[src/rtl/gf_pkg.sv]
// rtl/gf_pkg.sv - shared constants and state encoding for the GF(p) arithmetic unit
package gf_pkg;
    localparam int GF_WIDTH = 32;

    localparam logic [1:0] OP_ADD  = 2'b00;
    localparam logic [1:0] OP_SUB  = 2'b01;
    localparam logic [1:0] OP_MULT = 2'b10;
    localparam logic [1:0] OP_DIV  = 2'b11;

    typedef enum logic [1:0] {
        ST_IDLE,
        ST_MULT,
        ST_DIV,
        ST_FINISH
    } gf_state_t;
endpackage

[src/rtl/gf_mod_addsub.sv]
// rtl/gf_mod_addsub.sv - combinational modular add/sub with a carry bit so a+b never overflows
module gf_mod_addsub
    import gf_pkg::*;
#(
    parameter int WIDTH = GF_WIDTH
) (
    input  logic [WIDTH-1:0] a,
    input  logic [WIDTH-1:0] b,
    input  logic [WIDTH-1:0] p,
    input  logic             sub,
    output logic [WIDTH-1:0] y
);
    logic [WIDTH:0] sum;
    logic [WIDTH:0] diff;
    logic [WIDTH:0] res;

    always_comb begin
        sum  = {1'b0, a} + {1'b0, b};
        diff = {1'b0, a} - {1'b0, b};
        if (sub) begin
            res = (a < b) ? diff + {1'b0, p} : diff;
        end else begin
            res = (sum >= {1'b0, p}) ? sum - {1'b0, p} : sum;
        end
        y = res[WIDTH-1:0];
    end
endmodule

[src/rtl/gf_arith_unit.sv]
// rtl/gf_arith_unit.sv - GF(p) add/sub/mult/div unit driven by the ECC control FSM
module gf_arith_unit
    import gf_pkg::*;
#(
    parameter int WIDTH = GF_WIDTH
) (
    input  logic             i_clk,
    input  logic             i_rst,
    input  logic [WIDTH-1:0] in_0,
    input  logic [WIDTH-1:0] in_1,
    input  logic [WIDTH-1:0] prime,
    input  logic [1:0]       operation_select,
    input  logic             done_from_control,
    output logic [WIDTH-1:0] result,
    output logic             done_to_control,
    output logic             done_add,
    output logic             done_sub,
    output logic             done_mult,
    output logic             done_div
);
    localparam int CW = $clog2(WIDTH);

    gf_state_t        state;
    logic [WIDTH-1:0] a_q, b_q, p_q;
    logic [1:0]       op_q;
    logic [WIDTH-1:0] acc;
    logic [CW-1:0]    cnt;
    logic [WIDTH-1:0] u, v, x1, x2;

    logic [WIDTH-1:0] s0_a, s0_b, y0, y1;
    logic             s0_sub;
    logic [WIDTH-1:0] ud, vd;

    // (x/2) mod p for odd p: odd x is lifted by p first, needing one extra bit
    function automatic logic [WIDTH-1:0] half_mod(input logic [WIDTH-1:0] x,
                                                  input logic [WIDTH-1:0] m);
        logic [WIDTH:0] t;
        t = x[0] ? ({1'b0, x} + {1'b0, m}) : {1'b0, x};
        return t[WIDTH:1];
    endfunction

    function automatic logic [WIDTH-1:0] sub_mod(input logic [WIDTH-1:0] x,
                                                 input logic [WIDTH-1:0] y,
                                                 input logic [WIDTH-1:0] m);
        logic [WIDTH:0] t;
        t = {1'b0, x} - {1'b0, y};
        if (x < y) t = t + {1'b0, m};
        return t[WIDTH-1:0];
    endfunction

    // Instance 0 doubles the accumulator during MULT and serves add/sub otherwise
    always_comb begin
        s0_a   = a_q;
        s0_b   = b_q;
        s0_sub = (op_q == OP_SUB);
        if (state == ST_MULT) begin
            s0_a   = acc;
            s0_b   = acc;
            s0_sub = 1'b0;
        end
    end

    gf_mod_addsub #(.WIDTH(WIDTH)) u_addsub0 (
        .a(s0_a), .b(s0_b), .p(p_q), .sub(s0_sub), .y(y0)
    );

    gf_mod_addsub #(.WIDTH(WIDTH)) u_addsub1 (
        .a(y0), .b(a_q), .p(p_q), .sub(1'b0), .y(y1)
    );

    assign ud = u - v;
    assign vd = v - u;

    always_ff @(posedge i_clk) begin
        if (i_rst) begin
            state           <= ST_IDLE;
            result          <= '0;
            done_to_control <= 1'b0;
            done_add        <= 1'b0;
            done_sub        <= 1'b0;
            done_mult       <= 1'b0;
            done_div        <= 1'b0;
            a_q             <= '0;
            b_q             <= '0;
            p_q             <= '0;
            op_q            <= OP_ADD;
            acc             <= '0;
            cnt             <= '0;
            u               <= '0;
            v               <= '0;
            x1              <= '0;
            x2              <= '0;
        end else begin
            done_to_control <= 1'b0;
            done_add        <= 1'b0;
            done_sub        <= 1'b0;
            done_mult       <= 1'b0;
            done_div        <= 1'b0;
            case (state)
                ST_IDLE: begin
                    if (done_from_control) begin
                        a_q  <= in_0;
                        b_q  <= in_1;
                        p_q  <= prime;
                        op_q <= operation_select;
                        acc  <= '0;
                        cnt  <= CW'(WIDTH - 1);
                        u    <= in_1;
                        v    <= prime;
                        x1   <= in_0;
                        x2   <= '0;
                        case (operation_select)
                            OP_MULT: state <= ST_MULT;
                            OP_DIV:  state <= ST_DIV;
                            default: state <= ST_FINISH;
                        endcase
                    end
                end
                ST_MULT: begin
                    acc <= b_q[cnt] ? y1 : y0;
                    if (cnt == '0) state <= ST_FINISH;
                    else cnt <= cnt - 1'b1;
                end
                ST_DIV: begin
                    // u and v are both odd at a subtraction, so the difference halves exactly
                    if (u == '0 || u == WIDTH'(1) || v == WIDTH'(1)) begin
                        state <= ST_FINISH;
                    end else if (!u[0]) begin
                        u  <= u >> 1;
                        x1 <= half_mod(x1, p_q);
                    end else if (!v[0]) begin
                        v  <= v >> 1;
                        x2 <= half_mod(x2, p_q);
                    end else if (u >= v) begin
                        u  <= ud >> 1;
                        x1 <= half_mod(sub_mod(x1, x2, p_q), p_q);
                    end else begin
                        v  <= vd >> 1;
                        x2 <= half_mod(sub_mod(x2, x1, p_q), p_q);
                    end
                end
                ST_FINISH: begin
                    done_to_control <= 1'b1;
                    case (op_q)
                        OP_ADD: begin
                            result   <= y0;
                            done_add <= 1'b1;
                        end
                        OP_SUB: begin
                            result   <= y0;
                            done_sub <= 1'b1;
                        end
                        OP_MULT: begin
                            result    <= acc;
                            done_mult <= 1'b1;
                        end
                        default: begin
                            result   <= (u == WIDTH'(1)) ? x1 :
                                        (v == WIDTH'(1)) ? x2 : '0;
                            done_div <= 1'b1;
                        end
                    endcase
                    state <= ST_IDLE;
                end
                default: state <= ST_IDLE;
            endcase
        end
    end
endmodule

[config.mk]
export PLATFORM = sky130hd
export DESIGN_NAME = gf_arith_unit
export DESIGN_NICKNAME = d
export VERILOG_FILES = /design/src/rtl/gf_pkg.sv /design/src/rtl/gf_mod_addsub.sv /design/src/rtl/gf_arith_unit.sv
export SDC_FILE = /design/constraint.sdc
export NUM_CORES = 2
export LEC_CHECK = 0
export CORE_ASPECT_RATIO = 1.2
export CORE_MARGIN = 2
export CORE_UTILIZATION = 58
export DETAILED_ROUTE_END_ITERATION = 8
export GPL_ROUTABILITY_DRIVEN = 0
export GPL_TIMING_DRIVEN = 0
export PLACE_DENSITY = 0.79
export REMOVE_ABC_BUFFERS = 1
export SETUP_SLACK_MARGIN = 0.15
export SLEW_MARGIN = 20
export SYNTH_ARGS = -nofsm -noshare
export SYNTH_HDL_FRONTEND = slang
export SYNTH_SLANG_ARGS = --single-unit
export TNS_END_PERCENT = 50
[constraint.sdc]
create_clock -name i_clk -period 10.4 [get_ports i_clk]
set_input_delay 2.08 -clock i_clk [delete_from_list [all_inputs] [get_ports i_clk]]
set_output_delay 2.08 -clock i_clk [all_outputs]
set_load 0.05 [all_outputs]
# Word level (Yosys, flattened, before mapping)
# Index checks and enable logic that the tools add are counted.
# W data, S select, Z words.
# classes
n_addsub	17
n_lt_le_gt_ge	7
n_eq_ne	18
mux	69
bitwise_logic	1
reduce_logical	19
# op_table
op	n
$mux W32	43
$pmux W32 S2	6
$sub A32 B32 Y32	7
$add A32 B32 Y33	6
$mux W33	4
$add A32 B32 Y32	3
$lt A32 B32 Y1	3
$ge A33 B32 Y1	2
$eq A32 B1 Y1 const B	2
$ge A32 B32 Y1	1
$logic_not A32 Y1	1
$eq A2 B2 Y1 const B	5
$mux W5	2
$ne A2 B2 Y1 const B	5
$pmux W5 S2	1
$reduce_and A5 Y1	2
$ne A3 B3 Y1 const B	3
$reduce_and A3 Y1	3
$pmux W2 S4	1
$mux W1	7
$lt A5 B6 Y1 const B	1
$mux W2	3
$bmux W1 S5	1
$logic_not A5 Y1	1
other kinds (12)	18
# word_totals
register_bits	302
in_bits	101
word_cells	150

# Logic depth before layout (Yosys ltp)
# depth
ltp_word	16
ltp_mapped	56
ltp_nobuf	49

# Modules after synthesis
# From an unflattened synthesis, not the netlist that was laid out.
# unflattened
hier_cells	7014
hier_area_um2	49105.8
# by_module_without_submodules
module	instances	cells_each	area_per_inst_um2	seq_area_each_um2
gf_arith_unit	1	4682	33289.4	6045.8
gf_mod_addsub at u_addsub1	1	1156	7958.9	0.0
gf_mod_addsub at u_addsub0	1	1176	7857.5	0.0

# Worst setup path after synthesis
# No wires, ideal clock.
# synth_path
kind	flip-flop to flip-flop
from	reg state[1]
to	reg acc[29]
arrival_time_ns	10.361
required_time_ns	10.278
setup_slack_ns	-0.083
path_stages_with_launch	50
path_buffers	6
cell_sequence	dfxtp_1 > inv_1 > ha_1 > buf_1 > clkbuf_1 > mux2_2 > ha_1 > clkbuf_1 > o21ai_0 > o21a_1 > o31a_1 > a211oi_1 > o21ai_0 > a21oi_1 > o21ai_0 > a21o_1 > and2_1 > ha_1 > (+14 left out) > a211oi_1 > o211ai_1 > a32o_1 > a221oi_1 > a31oi_1 > a21oi_1 > xnor2_1 > ha_1 > a21o_1 > a21o_1 > a21o_1 > a21o_1 > a221oi_1 > nand2b_1 > nor2b_1 > buf_2 > mux2_2 > a221o_1
# synth_via
elab_chain_len	11
word_cells_on_any_way	23
# synth_lines
element	line	text
from (decl)	gf_arith_unit.sv:23	gf_state_t state;
from (signal assigned)	gf_arith_unit.sv:76	state <= ST_IDLE;
from (signal assigned)	gf_arith_unit.sv:113	OP_MULT: state <= ST_MULT;
from (signal assigned)	gf_arith_unit.sv:114	OP_DIV: state <= ST_DIV;
$eq A2 B1 Y1	gf_arith_unit.sv:56, gf_arith_unit.sv:99	
$mux W32	gf_arith_unit.sv:56	if (state == ST_MULT) begin
$add A32 B32 Y33 or $sub A32 B32 Y32 (tied branches)	gf_mod_addsub.sv:18, gf_mod_addsub.sv:19	
$sub A32 B32 Y32, or another cell as far along	gf_mod_addsub.sv:23	res = (sum >= {1'b0, p}) ? sum - {1'b0, p} : sum;
$mux W32, on equally long branches	gf_mod_addsub.sv:23, gf_mod_addsub.sv:21	
$mux W32	gf_mod_addsub.sv:20	if (sub) begin
$add A32 B32 Y33	gf_mod_addsub.sv:18	sum = {1'b0, a} + {1'b0, b};
$sub A32 B32 Y32 or $ge A33 B32 Y1 (tied branches)	gf_mod_addsub.sv:23	
$mux W32	gf_mod_addsub.sv:23	
$mux W32	gf_arith_unit.sv:120	acc <= b_q[cnt] ? y1 : y0;
$pmux W32 S2	gf_arith_unit.sv:99	case (state)
to (signal assigned)	gf_arith_unit.sv:120	
to (decl)	gf_arith_unit.sv:26	logic [WIDTH-1:0] acc;
# Parallel ways exist; a longest one is shown, timed or not.
# A chain may end at the register's enable or synchronous reset.

# Worst setup path in the final report
# layout_path
from	reg state[1]
to	reg acc[15]
# The elaborated chain is that of the path after synthesis.

==> results_dict.tcl <==
set metrics [dict create \
    path_clk_slew_ps 70 \
    slew_viol_final 0 \
    initial_utilization 0.586 \
    grt_pass1_wl_um 259000 \
    final_cell_area_mm2 0.0496 \
    status "complete, but fails checks" \
    drt-initial-drc-count 5594 \
    clock.fmax_ghz 0.0902 \
    dpl_cell_area_mm2 0.0456 \
    synth-main-ff-cell "dfxtp_1" \
    pin_count 138 \
    vias_per_cell 6.94 \
    yosysUniqueCellTypes 100 \
    nNetsFinal 6672 \
    syn_area_per_cell_um2 7.19 \
    slew_headroom 0.165 \
    clockRootBuffer "clkbuf_16" \
    syn_to_final_growth_pct 14.7 \
    clockBufferDepth 3 \
    grt_pass1_vias 46600 \
    cpMostUsedCell "buf_4" \
    grt_setup_unrepaired "yes" \
    critPathCaptureType "flip-flop" \
    vias 49100 \
    grt_max_degree 105 \
    wire_per_inst_um 24.6 \
    synth_area_mm2 0.0432 \
    rows 109 \
    htreeDepth 2 \
    worstSetupPathType "flip-flop to flip-flop" \
    postSynthCellCount 6008 \
    ys_seq_area_frac 0.140 \
    die_h_um 303 \
    setup_viol 31 \
    core-area_mm2 0.0738 \
    clock_sinks 302 \
    grtUsageTotal 0.432 \
    grt.overflow.total 0 \
    drc_errors 0 \
    post-route-min-period_ps 11090 \
    die-width_um 253 \
    hold_violations 0 \
    wirelength_um 174000 \
    fillers 5998 \
    dr.pass1.iters 8 \
    setup_ws_ps -686 \
    layout-drive-gt1-share 0.105 \
    min_period_over_period 1.07 \
    hpwl_um 127000 \
    cp.arrival_ps 11600 \
    cp_max_fo 7 \
    postRouteAntennaNets 0 \
    synth-async-reset-ratio 0 \
    min_path_type "flip-flop to flip-flop" \
    ys_ff_latch 302 \
    cts_buffers 38 \
    stdcell_count 7078 \
    final_common_cell "a21oi_1" \
    crit_required_ps 10910 \
    cts_tree "yes" \
    dp_cells 6867 \
    r2r_slack_ps -690 \
    insertion_delay_ps 630 \
    drv_cap 0 \
    synth_edf_count 0 \
    antenna_found_initial 13 \
    yosysWarnings 0 \
    fp.dieArea_mm2 0.0767 \
    port_buffers 137 \
    fin_skew_ps 49.3 \
    cp-start-kind "flip-flop" \
    critPathMaxStageDelay_ps 430 \
    crit_slowest_cell "a32o_2" \
    violations "setup timing" \
    mostFrequentLayoutCells "647 x a21oi_1, 593 x nand2_1, 473 x ha_1" \
    worst_pin_slew_ps 1250 \
    setup_tns_ps -13620 \
]
critical path, delay by kind of cell (launching register included):
family | cells | cell delay [ps]
buffers and inverters | 15 | 2170
AO/OA/AOI/OAI | 20 | 4400
adder cells (fa/ha/maj) | 6 | 1770
multiplexers | 3 | 690
flip-flops | 1 | 360
AND/OR/NAND/NOR | 10 | 1360
XOR/XNOR | 1 | 160
cell families after synthesis:
kind of cell | count (synthesis) | synth area share
compound gates | 2185 | 0.330
xor+xnor | 399 | 0.0812
fa+ha+maj | 527 | 0.155
buf+inv | 679 | 0.0617
flops | 302 | 0.140
mux | 188 | 0.0492
simple gates | 1728 | 0.183
synthesized netlist by cell type, drive strengths merged, types with 18 or more instances:
| library cell | instances | area (um^2) |
|---|---|---|
| xor2 | 134 | 1170 |
| ha | 511 | 6390 |
| a22oi | 23 | 178 |
| nand2 | 602 | 2260 |
| nor2b | 68 | 425 |
| dfxtp | 302 | 6050 |
| o21a | 73 | 548 |
| o211ai | 105 | 798 |
| a211o | 24 | 210 |
| mux2 | 91 | 1020 |
| a221o | 19 | 190 |
| a31oi | 85 | 551 |
| o21ai | 390 | 1960 |
| nor3 | 113 | 571 |
| nand3 | 132 | 661 |
| a21oi | 682 | 3420 |
| nor2 | 481 | 1810 |
| a21boi | 18 | 135 |
| nor4 | 32 | 206 |
| and3 | 56 | 350 |
| or3 | 32 | 200 |
| o21bai | 77 | 578 |
| and2 | 33 | 206 |
| nand2b | 52 | 325 |
| nand4 | 60 | 375 |
| a311oi | 28 | 258 |
| a21o | 251 | 1880 |
| a221oi | 45 | 419 |
| a211oi | 106 | 821 |
| inv | 357 | 1340 |
| buf | 93 | 464 |
| clkbuf | 227 | 853 |
| xnor2 | 264 | 2310 |
| o31ai | 52 | 395 |
| mux2i | 87 | 875 |
| o221ai | 22 | 193 |
cell type report:
cell class,instances,area (um^2),share of cell area
Sequential cell,302,6070,0.122
Clock buffer,51,1040,0.0210
Timing Repair Buffer,316,3550,0.0715
Inverter,359,1360,0.0274
Clock inverter,19,263,0.00530
Multi-Input combinational cell,5027,36000,0.727
Tap cell,999,1250,0.0252
Antenna cell,5,12.5,0.000252
what timing repair did:
| action | 4_1_cts | 5_1_grt |
|---|---|---|
| hold buffers | 0 | 0 |
| pin swaps | 101 | 75 |
| setup buffers | 99 | 28 |
| endpoints found under the setup margin | 32 | 32 |
| gates cloned | 9 | 0 |
| resized for setup | 201 | 109 |
final timing paths:
| path | startpoint | to | depth (start not counted) |
|---|---|---|---|
| max | state[1] | acc[15] | 55 |
| min reg2reg | result[8] | result[8] | 2 |
| max reg2reg | state[1] | acc[15] | 55 |
| min | result[8] | result[8] | 2 |
sequential cells by signal, summed over array words and instances (netlist names), 5 cells and up:
register	count
a_q	32
acc	32
b_q	32
p_q	32
result	32
u	32
v	32
x1	32
x2	32
cnt	5
per-layer routing:
| layer | GRT usage | wire (um) | part of all wire | up-vias |
|---|---|---|---|---|
| li1 | - | - | - | 22100 |
| met1 | 0.488 | 59700 | 0.34 | 22600 |
| met2 | 0.682 | 74500 | 0.43 | 3340 |
| met3 | 0.104 | 21500 | 0.12 | 1113 |
| met4 | 0.379 | 18100 | 0.10 | 14 |
| met5 | 0 | 104 | 0.00060 | - |
through the flow:
step | setup slack (ps) | hold WS, ps | utilization
finish | -686 | 477 | 0.672
global placement | -7610 | 463 | 0.604
floorplan | -2780 | 438 | -
detailed placement | -3100 | 465 | 0.618
global route | -811 | 498 | 0.672
CTS | 144 | 477 | 0.663
Power is left out: the tool's default activity adds up to more than one toggle a clock period on the data nets, which glitch-free logic cannot reach.
